### src/rtl/jtag_seq_pkg.sv
// -----------------------------------------------------------------------------
// jtag_seq_pkg
//   Shared definitions for the JTAG scan sequencer: host op encodings, the
//   sequencer FSM state enum, and the fixed TMS patterns used to walk the TAP
//   between Run-Test/Idle and the shift states. Patterns are stored LSB-first:
//   bit 0 is the TMS value of the first tick of that phase.
// -----------------------------------------------------------------------------
package jtag_seq_pkg;

  typedef enum logic [1:0] {
    OP_RESET   = 2'd0,
    OP_IR_SCAN = 2'd1,
    OP_DR_SCAN = 2'd2,
    OP_IDLE    = 2'd3
  } op_e;

  typedef enum logic [2:0] {
    S_IDLE,
    S_AUTORST,
    S_PRE,
    S_SHIFT,
    S_POST,
    S_RESP
  } state_e;

  // Five ones reach Test-Logic-Reset from any state, the final zero parks in Run-Test/Idle.
  localparam logic [5:0] RST_TMS    = 6'b011111;
  localparam int         RST_LEN    = 6;
  // RTI -> Select-DR -> Select-IR -> Capture-IR -> Shift-IR
  localparam logic [3:0] IR_PRE_TMS = 4'b0011;
  localparam int         IR_PRE_LEN = 4;
  // RTI -> Select-DR -> Capture-DR -> Shift-DR
  localparam logic [2:0] DR_PRE_TMS = 3'b001;
  localparam int         DR_PRE_LEN = 3;
  // Exit1 -> Update -> RTI (Exit1 is entered by the TMS=1 on the last shift tick)
  localparam logic [1:0] POST_TMS   = 2'b01;
  localparam int         POST_LEN   = 2;

endpackage

### src/rtl/jtag_scan_sequencer_if.sv
// -----------------------------------------------------------------------------
// jtag_scan_sequencer_if
//   Host command / response channel of the JTAG scan sequencer.
//   cmd_*  : valid/ready command (op, len, TDI data, bit 0 shifted first)
//   rsp_*  : valid/ready response (captured TDO bits, reject flag)
//   master : host side, slave : sequencer side.
// -----------------------------------------------------------------------------
interface jtag_scan_sequencer_if #(
  parameter int MAX_LEN = 80,
  parameter int LEN_W   = 7
);
  logic               cmd_valid;
  logic               cmd_ready;
  logic [1:0]         cmd_op;
  logic [LEN_W-1:0]   cmd_len;
  logic [MAX_LEN-1:0] cmd_data;
  logic               rsp_valid;
  logic               rsp_ready;
  logic [MAX_LEN-1:0] rsp_data;
  logic               rsp_err;

  modport master (
    output cmd_valid, cmd_op, cmd_len, cmd_data, rsp_ready,
    input  cmd_ready, rsp_valid, rsp_data, rsp_err
  );

  modport slave (
    input  cmd_valid, cmd_op, cmd_len, cmd_data, rsp_ready,
    output cmd_ready, rsp_valid, rsp_data, rsp_err
  );
endinterface

### src/rtl/jtag_tck_gen.sv
// -----------------------------------------------------------------------------
// jtag_tck_gen
//   TCK divider. While en is high, produces TCK_DIV CK cycles low followed by
//   TCK_DIV CK cycles high; forced low and phase-reset while en is low.
//   Ports: CK, TRST (async active-low), en,
//          tck_o    - generated TCK
//          rise_stb - last CK cycle of the low phase (next edge raises TCK)
//          fall_stb - last CK cycle of the high phase (next edge lowers TCK)
// -----------------------------------------------------------------------------
module jtag_tck_gen #(
  parameter int TCK_DIV = 2
) (
  input  logic CK,
  input  logic TRST,
  input  logic en,
  output logic tck_o,
  output logic fall_stb,
  output logic rise_stb
);
  localparam int              PH_W    = $clog2(TCK_DIV) + 1;
  localparam logic [PH_W-1:0] PH_LAST = PH_W'(TCK_DIV - 1);

  logic [PH_W-1:0] ph_q, ph_d;
  logic            tck_q, tck_d;
  logic            half_end;

  assign half_end = en && (ph_q == PH_LAST);

  always_comb begin
    ph_d  = '0;
    tck_d = 1'b0;
    if (en) begin
      if (half_end) begin
        tck_d = ~tck_q;
      end else begin
        ph_d  = ph_q + PH_W'(1);
        tck_d = tck_q;
      end
    end
  end

  always_ff @(posedge CK or negedge TRST) begin
    if (!TRST) begin
      ph_q  <= '0;
      tck_q <= 1'b0;
    end else begin
      ph_q  <= ph_d;
      tck_q <= tck_d;
    end
  end

  assign tck_o    = tck_q;
  assign rise_stb = half_end & ~tck_q;
  assign fall_stb = half_end &  tck_q;
endmodule

### src/rtl/jtag_scan_sequencer.sv
// -----------------------------------------------------------------------------
// jtag_scan_sequencer
//   On-chip JTAG master. Turns host commands (TAP reset, IR scan, DR scan,
//   idle ticks) into TCK/TMS/TDI waveforms and returns captured TDO bits.
//   Ports: CK, TRST (async active-low), bus (command/response, slave side),
//          busy (TCK sequence running), tck_o/tms_o/tdi_o to the TAP, tdo_i.
//   Every tick boundary (fall of TCK) advances the FSM, so TMS/TDI change
//   together with the falling TCK and TDO is sampled at the end of the high
//   phase, just before the TAP drives its next bit.
// -----------------------------------------------------------------------------
module jtag_scan_sequencer
  import jtag_seq_pkg::*;
#(
  parameter int MAX_LEN = 80,
  parameter int LEN_W   = 7,
  parameter int TCK_DIV = 2
) (
  input  logic                   CK,
  input  logic                   TRST,
  jtag_scan_sequencer_if.slave   bus,
  output logic                   busy,
  output logic                   tck_o,
  output logic                   tms_o,
  output logic                   tdi_o,
  input  logic                   tdo_i
);
  state_e             state_q, state_d;
  op_e                op_q, op_d;
  logic [LEN_W-1:0]   len_q, len_d, cnt_q, cnt_d, plen;
  logic [MAX_LEN-1:0] data_q, data_d, cap_q, cap_d, shift_sel, data_sh;
  logic               err_q, err_d, known_q, known_d, tms_q, tms_d, tdi_q, tdi_d;
  logic               fall_stb, rise_stb, last_tick;
  logic               unused_rise;

  jtag_tck_gen #(.TCK_DIV(TCK_DIV)) u_tck (
    .CK       (CK),
    .TRST     (TRST),
    .en       (busy),
    .tck_o    (tck_o),
    .fall_stb (fall_stb),
    .rise_stb (rise_stb)
  );
  // TMS/TDI are launched at the fall, so the rising strobe has no consumer here.
  assign unused_rise = rise_stb;

  // One-hot capture slot for the current shift index.
  for (genvar gi = 0; gi < MAX_LEN; gi++) begin : g_sel
    assign shift_sel[gi] = (cnt_q == LEN_W'(gi));
  end

  // TMS value for tick idx of phase st.
  function automatic logic tms_bit(state_e st, op_e op, logic [LEN_W-1:0] idx,
                                   logic [LEN_W-1:0] len);
    logic [7:0] pat;
    pat = '0;
    case (st)
      S_AUTORST: pat = 8'(RST_TMS);
      S_PRE: begin
        if (op == OP_IR_SCAN)      pat = 8'(IR_PRE_TMS);
        else if (op == OP_DR_SCAN) pat = 8'(DR_PRE_TMS);
      end
      S_POST:    pat = 8'(POST_TMS);
      default:   pat = '0;
    endcase
    pat = pat >> idx;
    if (st == S_SHIFT) return idx == (len - LEN_W'(1));
    return pat[0];
  endfunction

  always_comb begin
    plen = LEN_W'(POST_LEN);
    case (state_q)
      S_AUTORST: plen = LEN_W'(RST_LEN);
      S_PRE: begin
        if (op_q == OP_IR_SCAN)      plen = LEN_W'(IR_PRE_LEN);
        else if (op_q == OP_DR_SCAN) plen = LEN_W'(DR_PRE_LEN);
        else                         plen = len_q;  // IDLE op: len ticks of TMS=0
      end
      S_SHIFT:   plen = len_q;
      default:   plen = LEN_W'(POST_LEN);
    endcase
  end

  assign last_tick = (cnt_q == plen - LEN_W'(1));

  always_comb begin
    state_d = state_q;
    op_d    = op_q;
    len_d   = len_q;
    cnt_d   = cnt_q;
    data_d  = data_q;
    cap_d   = cap_q;
    err_d   = err_q;
    known_d = known_q;
    tms_d   = tms_q;
    tdi_d   = 1'b0;
    data_sh = '0;
    unique case (state_q)
      S_IDLE: begin
        if (bus.cmd_valid) begin
          op_d   = op_e'(bus.cmd_op);
          len_d  = bus.cmd_len;
          data_d = bus.cmd_data;
          cnt_d  = '0;
          cap_d  = '0;
          err_d  = 1'b0;
          case (op_e'(bus.cmd_op))
            OP_RESET: state_d = S_AUTORST;
            OP_IDLE:  state_d = (bus.cmd_len == '0) ? S_IDLE : S_PRE;
            default: begin
              if (bus.cmd_len == '0 || bus.cmd_len > LEN_W'(MAX_LEN)) begin
                state_d = S_RESP;
                err_d   = 1'b1;
              end else begin
                state_d = known_q ? S_PRE : S_AUTORST;
              end
            end
          endcase
        end
      end
      S_RESP: begin
        if (bus.rsp_ready) begin
          state_d = S_IDLE;
          err_d   = 1'b0;
          cap_d   = '0;
        end
      end
      default: begin
        if (fall_stb) begin
          if (state_q == S_SHIFT) cap_d = cap_q | (shift_sel & {MAX_LEN{tdo_i}});
          if (last_tick) begin
            cnt_d = '0;
            case (state_q)
              S_AUTORST: begin
                known_d = 1'b1;
                state_d = (op_q == OP_RESET) ? S_IDLE : S_PRE;
              end
              S_PRE:   state_d = (op_q == OP_IDLE) ? S_IDLE : S_SHIFT;
              S_SHIFT: state_d = S_POST;
              default: state_d = S_RESP;
            endcase
          end else begin
            cnt_d = cnt_q + LEN_W'(1);
          end
        end
      end
    endcase
    // Pins follow the tick about to start; outside sequences TMS holds its last value.
    if (state_d inside {S_AUTORST, S_PRE, S_SHIFT, S_POST})
      tms_d = tms_bit(state_d, op_d, cnt_d, len_d);
    if (state_d == S_SHIFT) begin
      data_sh = data_d >> cnt_d;
      tdi_d   = data_sh[0];
    end
  end

  always_ff @(posedge CK or negedge TRST) begin
    if (!TRST) begin
      state_q <= S_IDLE;
      op_q    <= OP_RESET;
      len_q   <= '0;
      cnt_q   <= '0;
      data_q  <= '0;
      cap_q   <= '0;
      err_q   <= 1'b0;
      known_q <= 1'b0;
      tms_q   <= 1'b1;
      tdi_q   <= 1'b0;
    end else begin
      state_q <= state_d;
      op_q    <= op_d;
      len_q   <= len_d;
      cnt_q   <= cnt_d;
      data_q  <= data_d;
      cap_q   <= cap_d;
      err_q   <= err_d;
      known_q <= known_d;
      tms_q   <= tms_d;
      tdi_q   <= tdi_d;
    end
  end

  assign busy          = state_q inside {S_AUTORST, S_PRE, S_SHIFT, S_POST};
  assign bus.cmd_ready = (state_q == S_IDLE);
  assign bus.rsp_valid = (state_q == S_RESP);
  assign bus.rsp_data  = cap_q;
  assign bus.rsp_err   = err_q;
  assign tms_o         = tms_q;
  assign tdi_o         = tdi_q;
endmodule

### src/flat_wrapper.sv
// flat-port wrapper written by rule: the top's interface ports become plain ports
module jtag_scan_sequencer_flat import jtag_seq_pkg::*;
#(
  parameter int MAX_LEN = 80,
  parameter int LEN_W   = 7,
  parameter int TCK_DIV = 2
)
  (CK, TRST, busy, tck_o, tms_o, tdi_o, tdo_i, bus_cmd_valid, bus_cmd_op, bus_cmd_len, bus_cmd_data, bus_rsp_ready, bus_cmd_ready, bus_rsp_valid, bus_rsp_data, bus_rsp_err);
  jtag_scan_sequencer_if #(.MAX_LEN(MAX_LEN), .LEN_W(LEN_W)) bus_i ();
  input  logic CK;
  input  logic TRST;
  output logic busy;
  output logic tck_o;
  output logic tms_o;
  output logic tdi_o;
  input  logic tdo_i;
  input wire logic [$bits(bus_i.cmd_valid)-1:0] bus_cmd_valid;
  input wire logic [$bits(bus_i.cmd_op)-1:0] bus_cmd_op;
  input wire logic [$bits(bus_i.cmd_len)-1:0] bus_cmd_len;
  input wire logic [$bits(bus_i.cmd_data)-1:0] bus_cmd_data;
  input wire logic [$bits(bus_i.rsp_ready)-1:0] bus_rsp_ready;
  output wire logic [$bits(bus_i.cmd_ready)-1:0] bus_cmd_ready;
  output wire logic [$bits(bus_i.rsp_valid)-1:0] bus_rsp_valid;
  output wire logic [$bits(bus_i.rsp_data)-1:0] bus_rsp_data;
  output wire logic [$bits(bus_i.rsp_err)-1:0] bus_rsp_err;
  assign bus_i.cmd_valid = bus_cmd_valid;
  assign bus_i.cmd_op = bus_cmd_op;
  assign bus_i.cmd_len = bus_cmd_len;
  assign bus_i.cmd_data = bus_cmd_data;
  assign bus_i.rsp_ready = bus_rsp_ready;
  assign bus_cmd_ready = bus_i.cmd_ready;
  assign bus_rsp_valid = bus_i.rsp_valid;
  assign bus_rsp_data = bus_i.rsp_data;
  assign bus_rsp_err = bus_i.rsp_err;
  jtag_scan_sequencer #(.MAX_LEN(MAX_LEN), .LEN_W(LEN_W), .TCK_DIV(TCK_DIV)) u_core (.CK(CK), .TRST(TRST), .bus(bus_i), .busy(busy), .tck_o(tck_o), .tms_o(tms_o), .tdi_o(tdi_o), .tdo_i(tdo_i));
endmodule
### config.mk
export PLATFORM = sky130hd
export DESIGN_NAME = jtag_scan_sequencer_flat
export DESIGN_NICKNAME = d
export VERILOG_FILES = /design/src/rtl/jtag_seq_pkg.sv /design/src/rtl/jtag_scan_sequencer_if.sv /design/src/rtl/jtag_tck_gen.sv /design/src/rtl/jtag_scan_sequencer.sv /design/src/flat_wrapper.sv
export SDC_FILE = /design/constraint.sdc
export NUM_CORES = 1
export LEC_CHECK = 0
export ABC_AREA = 1
export CORE_MARGIN = 2
export CORE_UTILIZATION = 50
export CTS_CLUSTER_SIZE = 20
export DETAILED_ROUTE_END_ITERATION = 8
export HOLD_SLACK_MARGIN = 0.12
export PLACE_DENSITY = 0.78
export RECOVER_POWER = 50
export SYNTH_ARGS = -nofsm -noshare
export SYNTH_HDL_FRONTEND = slang
export SYNTH_SLANG_ARGS = --single-unit
### constraint.sdc
create_clock -name CK -period 3.8 [get_ports CK]
set_input_delay 0.38 -clock CK [delete_from_list [all_inputs] [get_ports CK]]
set_output_delay 0.38 -clock CK [all_outputs]
set_load 0.05 [all_outputs]
======== After elaboration in Yosys (flattened, before gate mapping) ========
Index checks and enable logic that the tools add are counted.
word-level totals
  ROM bits ................................ 0
  memories kept ........................... 0
  bits in latches ......................... 0
  RAM bits ................................ 0
  bits in registers ....................... 186
  input port bits ......................... 94
  word-level logic and storage cells ...... 189
operators by class
  mux-type cells .......................... 48
  equal/unequal tests ..................... 100
  div/mod/pow operators ................... 0
  multiply operators ...................... 0
  order comparisons ....................... 1
  add/sub/neg operators ................... 4
  bitwise logic cells ..................... 5
  shift operators ......................... 2
  reduce and logical (&&, ||, !) cells .... 17
operators with widths
  kind                                                                    count
  80-bit 2-to-1 mux                                                       6
  7-bit by 6-bit equality test with 1-bit output (second input constant)  32
  80-bit one-hot mux with 2 select lines                                  1
  7-bit by 5-bit equality test with 1-bit output (second input constant)  16
  7-bit equality test (second input constant)                             16
  80-bit bitwise AND                                                      1
  80-bit OR                                                               1
  80-bit by 7-bit right shift with 1-bit output                           1
  7-bit by 4-bit equality test with 1-bit output (second input constant)  8
  7-bit 2-to-1 mux                                                        7
  7-bit by 3-bit equality test with 1-bit output (second input constant)  4
  8-bit one-hot mux with 3 select lines                                   1
  7-bit one-hot mux with 3 select lines                                   1
  2-bit 2-to-1 mux                                                        8
  8-bit 2-to-1 mux                                                        2
  3-bit 2-to-1 mux                                                        5
  7-bit by 2-bit equality test with 1-bit output (second input constant)  2
  7-bit equality test                                                     2
  7-bit zero test                                                         2
  7-bit one-hot mux with 2 select lines                                   1
  7-bit by 1-bit subtractor with 7-bit output (second input constant)     2
  3-bit by 2-bit equality test with 1-bit output (second input constant)  4
  1-bit 2-to-1 mux                                                        12
  3-bit one-hot mux with 2 select lines                                   2
  other kinds (25)                                                        40

======== Depth between registers and ports, before layout ========
  depth in word-level cells ............... 14
  gate-level depth with buffers ........... 27

======== Hierarchy ========
From an unflattened synthesis, not the netlist that was laid out.
second synthesis, totals
  cells, all modules ...................... 1248
  area, all modules ....................... 9346.5 um^2
modules (own cells, without submodules)
  module               cells each  area an instance (um^2)  instances
  jtag_scan_sequencer  1230        9211.3                   1
  jtag_tck_gen         18          135.1                    1

======== Least setup slack after synthesis ========
OpenSTA, ideal clock, no wires.
  path kind ............................... register -> register
  from .................................... register u_core.state_q[2]
  to ...................................... register u_core.cap_q[15], in the netlist u_core.bus.rsp_data[15]
  clock period less this slack ............ 3.312 ns
  setup time .............................. 0.078 ns
  data required time ...................... 3.722 ns
  setup slack ............................. 0.488 ns
  arrival time ............................ 3.234 ns
  buffers on the path ..................... 1
  stages on the path, launching flop included .. 12
  cell sequence ........................... dfrtp_1 > inv_2 > nor3_1 > inv_2 > nand2_1 > a21oi_1 > nor2_1 > inv_1 > clkbuf_1 > nor4_1 > nand2_1 > a21oi_1
on the way
  elaborated cells on any way between the ends .. 15
  classes of those cells .................. eq/ne: 7; mux: 1; bitwise: 1; reduce/logical: 6
RTL lines
  what                                                                                 RTL line                    RTL
  start, declared                                                                      jtag_scan_sequencer.sv:27   state_e state_q, state_d;
  start signal, assigned                                                               jtag_scan_sequencer.sv:170  state_q <= state_d;
  3-bit equality test (*)                                                              --
  named net bus_rsp_valid                                                              flat_wrapper.sv:23          output wire logic [$bits(bus_i.rsp_valid)-1:0] bus_rsp_valid;
  2-bit inequality test (no source line) / 3-bit nonzero test (equally long branches)  --
  4-bit AND reduction (no source line)                                                 --
  end signal, assigned                                                                 jtag_scan_sequencer.sv:175  cap_q <= cap_d;
  end, declared                                                                        jtag_scan_sequencer.sv:30   logic [MAX_LEN-1:0] data_q, data_d, cap_q, cap_d, shift_sel, data_sh;
The timed path passes the listed nets; every way through them passes the cells marked *.
A chain may end at the register's enable or synchronous reset.

======== Final worst setup path ========
  from .................................... register u_core.state_q[2]
  to ...................................... register u_core.tdi_q, in the netlist u_core.tdi_o
on the way
  word-level cells in the longest chain between the ends .. 9
  elaborated cells on any way between the ends .. 25
  classes of those cells .................. add/sub: 1; eq/ne: 7; shift: 1; mux: 12; bitwise: 1; reduce/logical: 3
ends and longest elaborated chain
  what                                                                                                                     RTL line                                                                           RTL
  3-bit by 2-bit equality test with 1-bit output / 3-bit by 1-bit equality test with 1-bit output (equally long branches)  jtag_scan_sequencer.sv:72, jtag_scan_sequencer.sv:133, jtag_scan_sequencer.sv:183
  7-bit one-hot mux with 3 select lines                                                                                    jtag_scan_sequencer.sv:72                                                          case (state_q)
  7-bit by 1-bit subtractor with 7-bit output                                                                              jtag_scan_sequencer.sv:84                                                          assign last_tick = (cnt_q == plen - LEN_W'(1));
  7-bit equality test                                                                                                      jtag_scan_sequencer.sv:84
  7-bit 2-to-1 mux / 3-bit 2-to-1 mux (equally long branches)                                                              jtag_scan_sequencer.sv:131                                                         if (last_tick) begin
  7-bit 2-to-1 mux / 3-bit 2-to-1 mux (equally long branches)                                                              jtag_scan_sequencer.sv:129                                                         if (fall_stb) begin
  7-bit one-hot mux with 2 select lines / 3-bit one-hot mux with 2 select lines (equally long branches)                    jtag_scan_sequencer.sv:98                                                          unique case (state_q)
  80-bit by 7-bit right shift with 1-bit output / 3-bit by 2-bit equality test with 1-bit output (equally long branches)   jtag_scan_sequencer.sv:152, jtag_scan_sequencer.sv:151
  1-bit 2-to-1 mux (*)                                                                                                     jtag_scan_sequencer.sv:151                                                         if (state_d == S_SHIFT) begin
  named net u_core.tdi_d                                                                                                   jtag_scan_sequencer.sv:31                                                          logic err_q, err_d, known_q, known_d, tms_q, tms_d, tdi_q, tdi_d;
  end signal, assigned                                                                                                     jtag_scan_sequencer.sv:179                                                         tdi_q <= tdi_d;
  end, declared                                                                                                            jtag_scan_sequencer.sv:31
Marked as above.

==> flow_summary.toml <==
[worst_setup_path]
cp_cell_sequence = "inv_2, nand2_1, nor2_2, nand3_1, nand2_1, inv_2, ha_1, xnor2_1, xor2_1, nand2_1, nor2_1, nand2_1, o21bai_1, nand2_1, nand2_2, clkinvlp_4, buf_4, nand3_1, nand3_1, nand3_1, nand3_1, nand2_1, nand3_1, a21oi_1"
cp.arrival_ns = 3.83
timing.critical_path.slowest_cell_delay_ns = 0.44
worstReg2RegStart = "u_core.state_q[2]$_DFF_PN0_"
path_buf_inv = 4
reg2reg_setup_slack_ns = 0.33
crit_family = "simple AND/OR/NAND/NOR gates"
path_max_fanout = 6
endpoint_kind = "register"
worstSetupStartpointType = "register"
slowest_stage = "dfrtp_1"
crit_type = "reg -> reg"
worstPathRequired_ns = 4.16
reg2reg_depth = 24
rr_endpoint = "u_core.tdi_o$_DFF_PN0_"

[logic_synthesis]
yosysTopAreaCell = "dfrtp_1"
yosys_warnings = 0
syn_avg_cell_area_um2 = 7.56
yosys.cell_count.top_type = "nand2_1"
synth_edf_count = 0
synth_top_area_frac = 0.497
synthTopCellsByArea = "dfrtp_1 50%, nand2_1 17%, nand3_1 8.4%"
synth_common_cells = "434 x nand2_1, 185 x dfrtp_1, 156 x nand3_1"
synth_seq_area_share = 0.500
ys_seq_elements = 186
async_flop_share = 1.00
syn_inst = 1232
synth_cell_types = 39
synth-main-ff-cell = "dfrtp_1"
netlist_area_mm2 = 0.00932
synthesis.nets = 1335

[power]
power_switching_share = 0.491
leakagePower_nw = 5.91
p_int_w = 0.00570
pwr_density_cell_mw_per_mm2 = 930
ir_worst_vdd_v = 0.000428
pwr-share-clk = 0.170
seq_power_share = 0.277
netSwitchingPower_w = 0.00549
pwr-share-comb = 0.553
finalPower_w = 0.0112

[placed_design]
gp_congestion = 0.899
port_buffers = 180
place.detailed.hpwl_um = 18400

[clock_network]
clock_path_buffers = 2
clock-sinks = 186
cts_tree = "done"
clk_pin_slew_ns = 0.07
cts_max_level = 4
cts-root-buf = "clkbuf_16"
cts_buffers = 17
clock_latency_ns = 0.44

[floorplanning]
core_area_mm2 = 0.0181
die-area_mm2 = 0.0197
ios = 181
fp.dieH_um = 141
die_x_um = 141
rows = 49
initial_core_util = 0.514

[min_path]
hold_class = "reg -> reg"
min_path_cells = 1
hold_end = "u_core.u_tck.ph_q[0]$_DFF_PN0_"
hp-start = "u_core.u_tck.ph_q[0]$_DFF_PN0_"

[run]
maxCapViolations = 1

[drt]
vias_per_cell = 5.38
vias = 8835
drtIter0Drc = 652
first_pass_iters = 5
routed_wl_um = 26100
drcViolationCount = 0
ant_nets = 0
wl_per_cell_um = 15.9

[sta]
hold_viol = 0
setup_viol = 0
tightest_slew_ns = 2.28
min_period_over_period = 0.914
period_needed_ns = 3.47
whs_ns = 0.460
drv_slew = 93
skew_ns = 0.0103
relSlewSlack = -0.519
rsz0062_at_grt = "yes"
max_freq_ghz = 0.288

[status]
violations = "capacitance limit, slew limit"
status = "finished with violations"

[finish]
final_nets = 1502
area_delta_synth_final_pct = 29.1
fill_cells = 1550
drive_gt1_frac = 0.0652
antenna_cells = 0

[global_routing]
grt_pass1_wl_um = 42200
grt_max_degree = 94
antenna_found_initial = 0
grt_overflow = 0
grtUsageTotal = 0.266
first_global_vias = 8449
-- final cells by class --
type | count | area (um^2) | area share
Clock buffer | 18 | 439 | 0.0365
Clock inverter | 14 | 203 | 0.0168
Timing Repair inverter | 1 | 7.51 | 0.000624
Timing Repair Buffer | 201 | 1960 | 0.163
Inverter | 133 | 503 | 0.0418
Multi-Input combinational cell | 859 | 3970 | 0.330
Sequential cell | 186 | 4660 | 0.387
Tap cell | 229 | 287 | 0.0238
-- layout by cell type (no fill, tap or decap), types with 2 or more instances in the layout --
cell type          n
a211oi_1           3
a21oi_1           74
a31oi_1           14
buf_4             15
bufinv_16          2
clkbuf_16         17
clkbuf_2           3
clkdlybuf4s50_1  167
clkinv_1           3
clkinv_8           5
clkinvlp_4         3
dfrtp_1          185
dlygate4sd3_1     13
ha_1               9
inv_1            119
inv_2             10
inv_6              3
inv_8              2
nand2_1          433
nand2_2            5
nand3_1          155
nand4_1            5
nor2_1            70
nor2_2             6
nor2_4             2
nor3_1             9
nor3_2             3
nor4_1            14
o211ai_1           2
o21ai_0           21
o21ai_1            4
or2_2              3
xnor2_1            2
xor2_1            12
-- worst reg2reg max path, cell delays in order, from the launching register on --
cell,delay [ns]
dfrtp_1,0.44
inv_2,0.13
nand2_1,0.10
nor2_2,0.21
nand3_1,0.13
nand2_1,0.11
inv_2,0.04
ha_1,0.22
xnor2_1,0.20
xor2_1,0.17
nand2_1,0.07
nor2_1,0.11
nand2_1,0.11
o21bai_1,0.14
nand2_1,0.08
nand2_2,0.16
clkinvlp_4,0.14
buf_4,0.18
nand3_1,0.09
nand3_1,0.08
nand3_1,0.11
nand3_1,0.08
nand2_1,0.08
nand3_1,0.10
a21oi_1,0.13
-- how the worst max path moves through the flow --
| stage | startpoint | to | slack [ns] | depth (start not counted) |
|---|---|---|---|---|
| global route | u_core.state_q[2]$_DFF_PN0_ | u_core.tdi_o$_DFF_PN0_ | -0.003 | 25 |
| finish | u_core.state_q[2]$_DFF_PN0_ | u_core.tdi_o$_DFF_PN0_ | 0.33 | 24 |
| floorplan | u_core.state_q[2]$_DFF_PN0_ | u_core.bus.rsp_data[15]$_DFFE_PN0P_ | 0.49 | 11 |
| CTS | u_core.state_q[2]$_DFF_PN0_ | u_core.tdi_o$_DFF_PN0_ | 0.27 | 26 |
| global placement | u_core.state_q[2]$_DFF_PN0_ | u_core.tdi_o$_DFF_PN0_ | 0.42 | 24 |
| detailed placement | u_core.state_q[2]$_DFF_PN0_ | u_core.tdi_o$_DFF_PN0_ | 0.33 | 25 |
-- power groups by stage --
stage	Clock [W]	Combinational [W]	Sequential, W
4_1_cts	0.00191	0.00602	0.00310
3_3_place_gp	0	0.00587	0.00310
5_1_grt	0.00199	0.00679	0.00317
3_5_place_dp	0	0.00595	0.00313
2_1_floorplan	0	0.00352	0.00387
6_report	0.00190	0.00619	0.00310
-- per-layer routing --
layer	global-route usage	vias up	wire, um
met2	0.453	342	12900
li1	-	4263	-
met5	0	-	0
met1	0.351	4187	11100
met3	0.0427	43	1570
met4	0.0826	0	524
-- cells by family after synthesis --
kind of cell    Yosys count  synth area share
compound gates          126            0.0765
simple gates            710             0.320
flops                   186             0.500
buf+inv                 187            0.0789
fa+ha+maj                 9            0.0121
xor+xnor                 14            0.0132
-- flip-flops by register name, summed over array words and instances (netlist names) --
signal / count
u_core.bus.rsp_err: 1
u_core.tms_o: 1
u_core.known_q: 1
u_core.u_tck.ph_q: 2
u_core.len_q: 7
u_core.tdi_o: 1
u_core.state_q: 3
u_core.u_tck.tck_o: 1
u_core.data_q: 80
u_core.op_q: 2
u_core.bus.rsp_data: 80
u_core.cnt_q: 7
-- timing repair --
item	CTS	global route
setup endpoints to repair	0	2
resized for setup	0	7
buffers inserted	0	3
hold endpoints to repair	91	0
hold buffers	1	0
-- stage by stage --
stage | cells | setup slack (ns) | setup TNS [ns] | instance area, um^2 | utilization
final | 1641 | 0.325 | 0 | 12000 | 0.663
after global routing | 1641 | -0.00298 | -0.00298 | 12000 | 0.663
after CTS | 1637 | 0.274 | 0 | 12000 | 0.661
after detailed placement | 1604 | 0.332 | 0 | 11300 | 0.625
after global placement | 1604 | 0.419 | 0 | 11300 | 0.625
after floorplan | 1232 | 0.488 | 0 | 9320 | -
No activity file was read; power rests on OpenSTA's default activity.
